**src/rtl/apb_master_bridge_if.sv**
```systemverilog
// Command/response and APB signal bundle for apb_master_bridge.
// A command transfers on a rising PCLK edge where req_valid and req_ready are both 1; the caller holds its fields stable until then.
interface apb_master_bridge_if #(
  parameter int ADDR_WIDTH = 8,
  parameter int DATA_WIDTH = 32
);
  logic                  req_valid;
  logic                  req_ready;
  logic                  req_write;
  logic [ADDR_WIDTH-1:0] req_addr;
  logic [DATA_WIDTH-1:0] req_wdata;
  logic                  rsp_valid;
  logic [DATA_WIDTH-1:0] rsp_rdata;
  logic                  rsp_timeout;
  logic                  PSEL;
  logic                  PENABLE;
  logic                  PWRITE;
  logic [ADDR_WIDTH-1:0] PADDR;
  logic [DATA_WIDTH-1:0] PWDATA;
  logic                  PREADY;
  logic [DATA_WIDTH-1:0] PRDATA;

  modport master (
    input  req_valid, req_write, req_addr, req_wdata, PREADY, PRDATA,
    output req_ready, rsp_valid, rsp_rdata, rsp_timeout,
           PSEL, PENABLE, PWRITE, PADDR, PWDATA
  );

  modport slave (
    output req_valid, req_write, req_addr, req_wdata, PREADY, PRDATA,
    input  req_ready, rsp_valid, rsp_rdata, rsp_timeout,
           PSEL, PENABLE, PWRITE, PADDR, PWDATA
  );
endinterface

```
**src/rtl/apb_master_bridge.sv**
```systemverilog
// Single-outstanding APB initiator: one valid/ready command becomes one SETUP/ACCESS
// transfer and produces one response (read data or timeout).
module apb_master_bridge #(
  parameter int ADDR_WIDTH     = 8,
  parameter int DATA_WIDTH     = 32,
  parameter int TIMEOUT_CYCLES = 16,
  parameter int CNT_WIDTH      = 8
) (
  input  logic                PCLK,
  input  logic                PRESET,
  apb_master_bridge_if.master bus,
  output logic [1:0]          dbg_state
);
  typedef enum logic [1:0] {IDLE = 2'd0, SETUP = 2'd1, ACCESS = 2'd2} state_e;

  localparam bit                   TIMEOUT_EN = (TIMEOUT_CYCLES != 0);
  localparam logic [CNT_WIDTH-1:0] CNT_LAST   =
    CNT_WIDTH'((TIMEOUT_CYCLES > 0) ? TIMEOUT_CYCLES - 1 : 0);
  localparam logic [CNT_WIDTH-1:0] CNT_MAX    = '1;

  state_e                state_q, state_d;
  logic [CNT_WIDTH-1:0]  cnt_q, cnt_d;
  logic                  psel_q, psel_d;
  logic                  penable_q, penable_d;
  logic                  pwrite_q, pwrite_d;
  logic [ADDR_WIDTH-1:0] paddr_q, paddr_d;
  logic [DATA_WIDTH-1:0] pwdata_q, pwdata_d;
  logic                  rsp_valid_q, rsp_valid_d;
  logic [DATA_WIDTH-1:0] rsp_rdata_q, rsp_rdata_d;
  logic                  rsp_timeout_q, rsp_timeout_d;

  always_comb begin
    state_d       = state_q;
    cnt_d         = cnt_q;
    psel_d        = psel_q;
    penable_d     = penable_q;
    pwrite_d      = pwrite_q;
    paddr_d       = paddr_q;
    pwdata_d      = pwdata_q;
    rsp_valid_d   = 1'b0;
    rsp_rdata_d   = rsp_rdata_q;
    rsp_timeout_d = rsp_timeout_q;
    case (state_q)
      IDLE: begin
        psel_d    = 1'b0;
        penable_d = 1'b0;
        if (bus.req_valid) begin
          paddr_d  = bus.req_addr;
          pwrite_d = bus.req_write;
          // Reads leave PWDATA at the last written value.
          if (bus.req_write) pwdata_d = bus.req_wdata;
          cnt_d   = '0;
          psel_d  = 1'b1;
          state_d = SETUP;
        end
      end
      SETUP: begin
        penable_d = 1'b1;
        state_d   = ACCESS;
      end
      ACCESS: begin
        if (bus.PREADY) begin
          psel_d        = 1'b0;
          penable_d     = 1'b0;
          state_d       = IDLE;
          rsp_valid_d   = 1'b1;
          rsp_timeout_d = 1'b0;
          rsp_rdata_d   = pwrite_q ? '0 : bus.PRDATA;
        end else if (TIMEOUT_EN && (cnt_q == CNT_LAST)) begin
          psel_d        = 1'b0;
          penable_d     = 1'b0;
          state_d       = IDLE;
          rsp_valid_d   = 1'b1;
          rsp_timeout_d = 1'b1;
          rsp_rdata_d   = '0;
        end else if (cnt_q != CNT_MAX) begin
          // Saturates only when the timeout is disabled.
          cnt_d = cnt_q + 1'b1;
        end
      end
      default: begin
        psel_d    = 1'b0;
        penable_d = 1'b0;
        state_d   = IDLE;
      end
    endcase
  end

  always_ff @(posedge PCLK or negedge PRESET) begin
    if (!PRESET) begin
      state_q       <= IDLE;
      cnt_q         <= '0;
      psel_q        <= 1'b0;
      penable_q     <= 1'b0;
      pwrite_q      <= 1'b0;
      paddr_q       <= '0;
      pwdata_q      <= '0;
      rsp_valid_q   <= 1'b0;
      rsp_rdata_q   <= '0;
      rsp_timeout_q <= 1'b0;
    end else begin
      state_q       <= state_d;
      cnt_q         <= cnt_d;
      psel_q        <= psel_d;
      penable_q     <= penable_d;
      pwrite_q      <= pwrite_d;
      paddr_q       <= paddr_d;
      pwdata_q      <= pwdata_d;
      rsp_valid_q   <= rsp_valid_d;
      rsp_rdata_q   <= rsp_rdata_d;
      rsp_timeout_q <= rsp_timeout_d;
    end
  end

  assign bus.req_ready   = (state_q == IDLE);
  assign bus.rsp_valid   = rsp_valid_q;
  assign bus.rsp_rdata   = rsp_rdata_q;
  assign bus.rsp_timeout = rsp_timeout_q;
  assign bus.PSEL        = psel_q;
  assign bus.PENABLE     = penable_q;
  assign bus.PWRITE      = pwrite_q;
  assign bus.PADDR       = paddr_q;
  assign bus.PWDATA      = pwdata_q;
  assign dbg_state       = state_q;
endmodule

```
**src/flat_wrapper.sv**
```systemverilog
// flat-port wrapper written by rule: the top's interface ports become plain ports
module apb_master_bridge_flat 
#(
  parameter int ADDR_WIDTH     = 8,
  parameter int DATA_WIDTH     = 32,
  parameter int TIMEOUT_CYCLES = 16,
  parameter int CNT_WIDTH      = 8
)
  (PCLK, PRESET, dbg_state, bus_req_valid, bus_req_write, bus_req_addr, bus_req_wdata, bus_PREADY, bus_PRDATA, bus_req_ready, bus_rsp_valid, bus_rsp_rdata, bus_rsp_timeout, bus_PSEL, bus_PENABLE, bus_PWRITE, bus_PADDR, bus_PWDATA);
  apb_master_bridge_if #(.ADDR_WIDTH(ADDR_WIDTH), .DATA_WIDTH(DATA_WIDTH)) bus_i ();
  input  logic PCLK;
  input  logic PRESET;
  output logic [1:0] dbg_state;
  input wire logic [$bits(bus_i.req_valid)-1:0] bus_req_valid;
  input wire logic [$bits(bus_i.req_write)-1:0] bus_req_write;
  input wire logic [$bits(bus_i.req_addr)-1:0] bus_req_addr;
  input wire logic [$bits(bus_i.req_wdata)-1:0] bus_req_wdata;
  input wire logic [$bits(bus_i.PREADY)-1:0] bus_PREADY;
  input wire logic [$bits(bus_i.PRDATA)-1:0] bus_PRDATA;
  output wire logic [$bits(bus_i.req_ready)-1:0] bus_req_ready;
  output wire logic [$bits(bus_i.rsp_valid)-1:0] bus_rsp_valid;
  output wire logic [$bits(bus_i.rsp_rdata)-1:0] bus_rsp_rdata;
  output wire logic [$bits(bus_i.rsp_timeout)-1:0] bus_rsp_timeout;
  output wire logic [$bits(bus_i.PSEL)-1:0] bus_PSEL;
  output wire logic [$bits(bus_i.PENABLE)-1:0] bus_PENABLE;
  output wire logic [$bits(bus_i.PWRITE)-1:0] bus_PWRITE;
  output wire logic [$bits(bus_i.PADDR)-1:0] bus_PADDR;
  output wire logic [$bits(bus_i.PWDATA)-1:0] bus_PWDATA;
  assign bus_i.req_valid = bus_req_valid;
  assign bus_i.req_write = bus_req_write;
  assign bus_i.req_addr = bus_req_addr;
  assign bus_i.req_wdata = bus_req_wdata;
  assign bus_i.PREADY = bus_PREADY;
  assign bus_i.PRDATA = bus_PRDATA;
  assign bus_req_ready = bus_i.req_ready;
  assign bus_rsp_valid = bus_i.rsp_valid;
  assign bus_rsp_rdata = bus_i.rsp_rdata;
  assign bus_rsp_timeout = bus_i.rsp_timeout;
  assign bus_PSEL = bus_i.PSEL;
  assign bus_PENABLE = bus_i.PENABLE;
  assign bus_PWRITE = bus_i.PWRITE;
  assign bus_PADDR = bus_i.PADDR;
  assign bus_PWDATA = bus_i.PWDATA;
  apb_master_bridge #(.ADDR_WIDTH(ADDR_WIDTH), .DATA_WIDTH(DATA_WIDTH), .TIMEOUT_CYCLES(TIMEOUT_CYCLES), .CNT_WIDTH(CNT_WIDTH)) u_core (.PCLK(PCLK), .PRESET(PRESET), .bus(bus_i), .dbg_state(dbg_state));
endmodule
```
**config.mk**
```make
export PLATFORM = sky130hd
export DESIGN_NAME = apb_master_bridge_flat
export DESIGN_NICKNAME = d
export VERILOG_FILES = /design/src/rtl/apb_master_bridge_if.sv /design/src/rtl/apb_master_bridge.sv /design/src/flat_wrapper.sv
export SDC_FILE = /design/constraint.sdc
export NUM_CORES = 1
export LEC_CHECK = 0
export CAP_MARGIN = 5
export CELL_PAD_IN_SITES_DETAIL_PLACEMENT = 0
export CELL_PAD_IN_SITES_GLOBAL_PLACEMENT = 1
export CORE_MARGIN = 5
export CORE_UTILIZATION = 33
export CTS_BUF_LIST = sky130_fd_sc_hd__clkbuf_2
export CTS_CLUSTER_DIAMETER = 120
export CTS_CLUSTER_SIZE = 10
export DETAILED_ROUTE_END_ITERATION = 16
export GPL_ROUTABILITY_DRIVEN = 1
export PLACE_DENSITY_LB_ADDON = 0.1
export SETUP_SLACK_MARGIN = 0.1
export SKIP_CTS_REPAIR_TIMING = 1
export SYNTH_ARGS = -nofsm -noshare
export SYNTH_HDL_FRONTEND = slang
export SYNTH_SLANG_ARGS = --single-unit
```
**constraint.sdc**
```tcl
create_clock -name PCLK -period 2.36 [get_ports PCLK]
set_clock_uncertainty 0.1 [all_clocks]
set_input_delay 0.708 -clock PCLK [delete_from_list [all_inputs] [get_ports PCLK]]
set_output_delay 0.708 -clock PCLK [all_outputs]
set_load 0.005 [all_outputs]
```
==> flow_summary.ini <==
[setup_path]
critPathLaunch = u_core.dbg_state[0]
required_ns = 1.55
r2r_cells = 6
crit_fanout = 3
r2r_end = u_core.cnt_q[0]
endpoint = bus_req_ready
critical_path_class = reg -> out
reg2reg_setup_slack_ns = 0.32
r2r-start = u_core.dbg_state[0]
start_kind = flip-flop
arrival_ns = 1.35
cp-end-kind = output pin

[timing]
max_slew_margin = 0.688
fin_crit_ns = 2.15
maxSlewViolCount = 0
rsz0062_at_grt = yes
hold_violations = 0
setup_violations = 0
fmax_mhz = 464
worstMarginPinSlew_ns = 0.464
period_share = 0.913
fin_setup_tns_ns = 0

[grt]
grt_usage = 0.149
gr-total-overflow = 0
grt_pass1_wl_um = 15000
grt_pass1_vias = 2780
grt_max_degree = 40
antenna_found_initial = 0

[placement]
placed_cell_area_um2 = 5270
place.gp.congestion = 0.804
port_buffers = 156
dp_hpwl_um = 6820

[clock_network]
cts_tree = yes
numCtsBuffers = 9
clkSinkCount = 87
cts_max_path_buffers = 2
path_clk_slew_ns = 0.23
root_buffer = clkbuf_2
insertion_delay_ns = 0.50
htree_levels = 3

[pwr]
p_leak_nw = 3.43
p_per_area_nw_per_um2 = 1040
worst_ir_drop_vdd_mv = 0.375

[detailed_routing]
vias = 2797
drtPass1Iterations = 4
route.detailed.drc = 0
routedWlPerCell_um = 16.8
drt-vias-per-instance = 4.78
ant_nets = 0
wl_um = 9810
drt_iter0_markers = 153

[cells_and_area]
fillCellCount = 897
nets = 522
syn_to_final_growth_pct = 64.8
finalInstanceArea_um2 = 5740
final_util = 0.556
diodes = 0
drive_above_1_share = 0.129

[yosys]
synth.ff_latch_count = 87
yosys.area.top_type = dfrtp_1
ys_seq_area_frac = 0.625
ys.flop_type = dfrtp_1
yosys.cell_count.top_type = dfrtp_1
synth_edf_count = 0
synth_common_cells = dfrtp_1, a22o_1, mux2_1, nand2_1, nor2_1
synth_fp_nets = 338
ys_warn_count = 0
synth_area_um2 = 3480
syn_avg_cell_area_um2 = 13.4
synth_cell_types = 44
synthDominantCellAreaShare = 0.625
async_flop_share = 1.00
syn_inst = 260
netlist_top_cells_area = dfrtp_1, mux2_1, a22o_1

[floorplanning]
die_x_um = 113
core_area_um2 = 10300
initial_core_util = 0.337
die_area_um2 = 12700
ios = 157
fp.dieH_um = 113
rows = 37

[run_status]
status = complete, no violations

[job]
drv_cap = 0

[min_path]
hold_class = reg -> reg
## cell type report
class | count | area (µm²) | share of cell area
inverter | 4 | 15.0 | 0.00262
clock buffer | 9 | 45.0 | 0.00785
clock inverter | 7 | 71.3 | 0.0124
multi-input combinational | 155 | 1200 | 0.209
timing repair buffer | 187 | 2060 | 0.359
sequential | 87 | 2180 | 0.380
tap | 136 | 170 | 0.0296
## metrics by stage
stage	hold slack [ns]	instances	total power (W)	setup WS (ns)
CTS	-0.115	566	0.00607	-0.245
floorplan	0.312	260	0.00346	0.246
global placement	0.356	550	0.00523	-0.117
detailed placement	0.365	550	0.00528	-0.127
finish	0.406	585	0.00595	0.206
global route	0.421	585	0.00640	0.0362
## sequential cells by signal (all words and copies together), names as in the netlist
register	cells
u_core.bus.PWDATA	32
u_core.cnt_q	8
u_core.bus.PADDR	8
u_core.bus.PSEL	1
u_core.bus.rsp_timeout	1
u_core.bus.rsp_valid	1
u_core.bus.PENABLE	1
u_core.dbg_state	2
u_core.bus.rsp_rdata	32
u_core.bus.PWRITE	1
## cells in the final DEF, fill, tap and decap left out, drive strengths merged, types with 3 or more instances in the layout
cell type / n
a21oi: 6
o21ai: 7
dlymetal6s2s: 80
nand3: 3
clkbuf: 9
nand2: 29
clkdlybuf4s50: 75
and4b: 4
buf: 31
nor2: 8
mux2: 33
nor3: 3
a21o: 6
inv: 6
a22o: 31
dfrtp: 87
## metal layers
layer,wire length [µm],share of wire,up-vias,global-route usage
met2,4800,0.49,92,0.241
met5,0,0,-,0
met3,566,0.058,6,0.0342
met4,77,0.0078,0,0.0481
li1,-,-,1319,-
met1,4360,0.44,1380,0.198
## worst min-delay path by stage
stage	start	endpoint	slack, ns	depth (start not counted)
floorplan	PRESET	u_core.bus.PADDR[0]	0.31	0
global placement	u_core.bus.PADDR[0]	u_core.bus.PADDR[0]	0.36	2
detailed placement	u_core.bus.PADDR[4]	u_core.bus.PADDR[4]	0.37	2
CTS	PRESET	u_core.bus.PWDATA[21]	-0.11	1
global route	PRESET	u_core.bus.PWDATA[21]	0.42	2
finish	u_core.bus.rsp_rdata[20]	u_core.bus.rsp_rdata[20]	0.41	1
## power by group
| group | switching, W | internal, W |
|---|---|---|
| clock network | 0.000525 | 0.000247 |
| registers | 0.000292 | 0.00213 |
| logic | 0.000997 | 0.00176 |
## worst max-delay path: stages (launching register included)
cell and delay, ns:
dfrtp_1 0.43, buf_4 0.14, nor2_2 0.13, dlymetal6s2s_1 0.14
## kinds of logic (layout without fill, tap and decap cells)
kind of cell	count (synthesis)	in the layout	synth area share
mux	34	34	0.110
simple gates	61	61	0.0945
buf+inv	18	207	0.0313
compound gates	59	59	0.136
fa+ha+maj	1	1	0.00359
flops	87	87	0.625
Note: power is estimated with default switching activity, not from simulation.
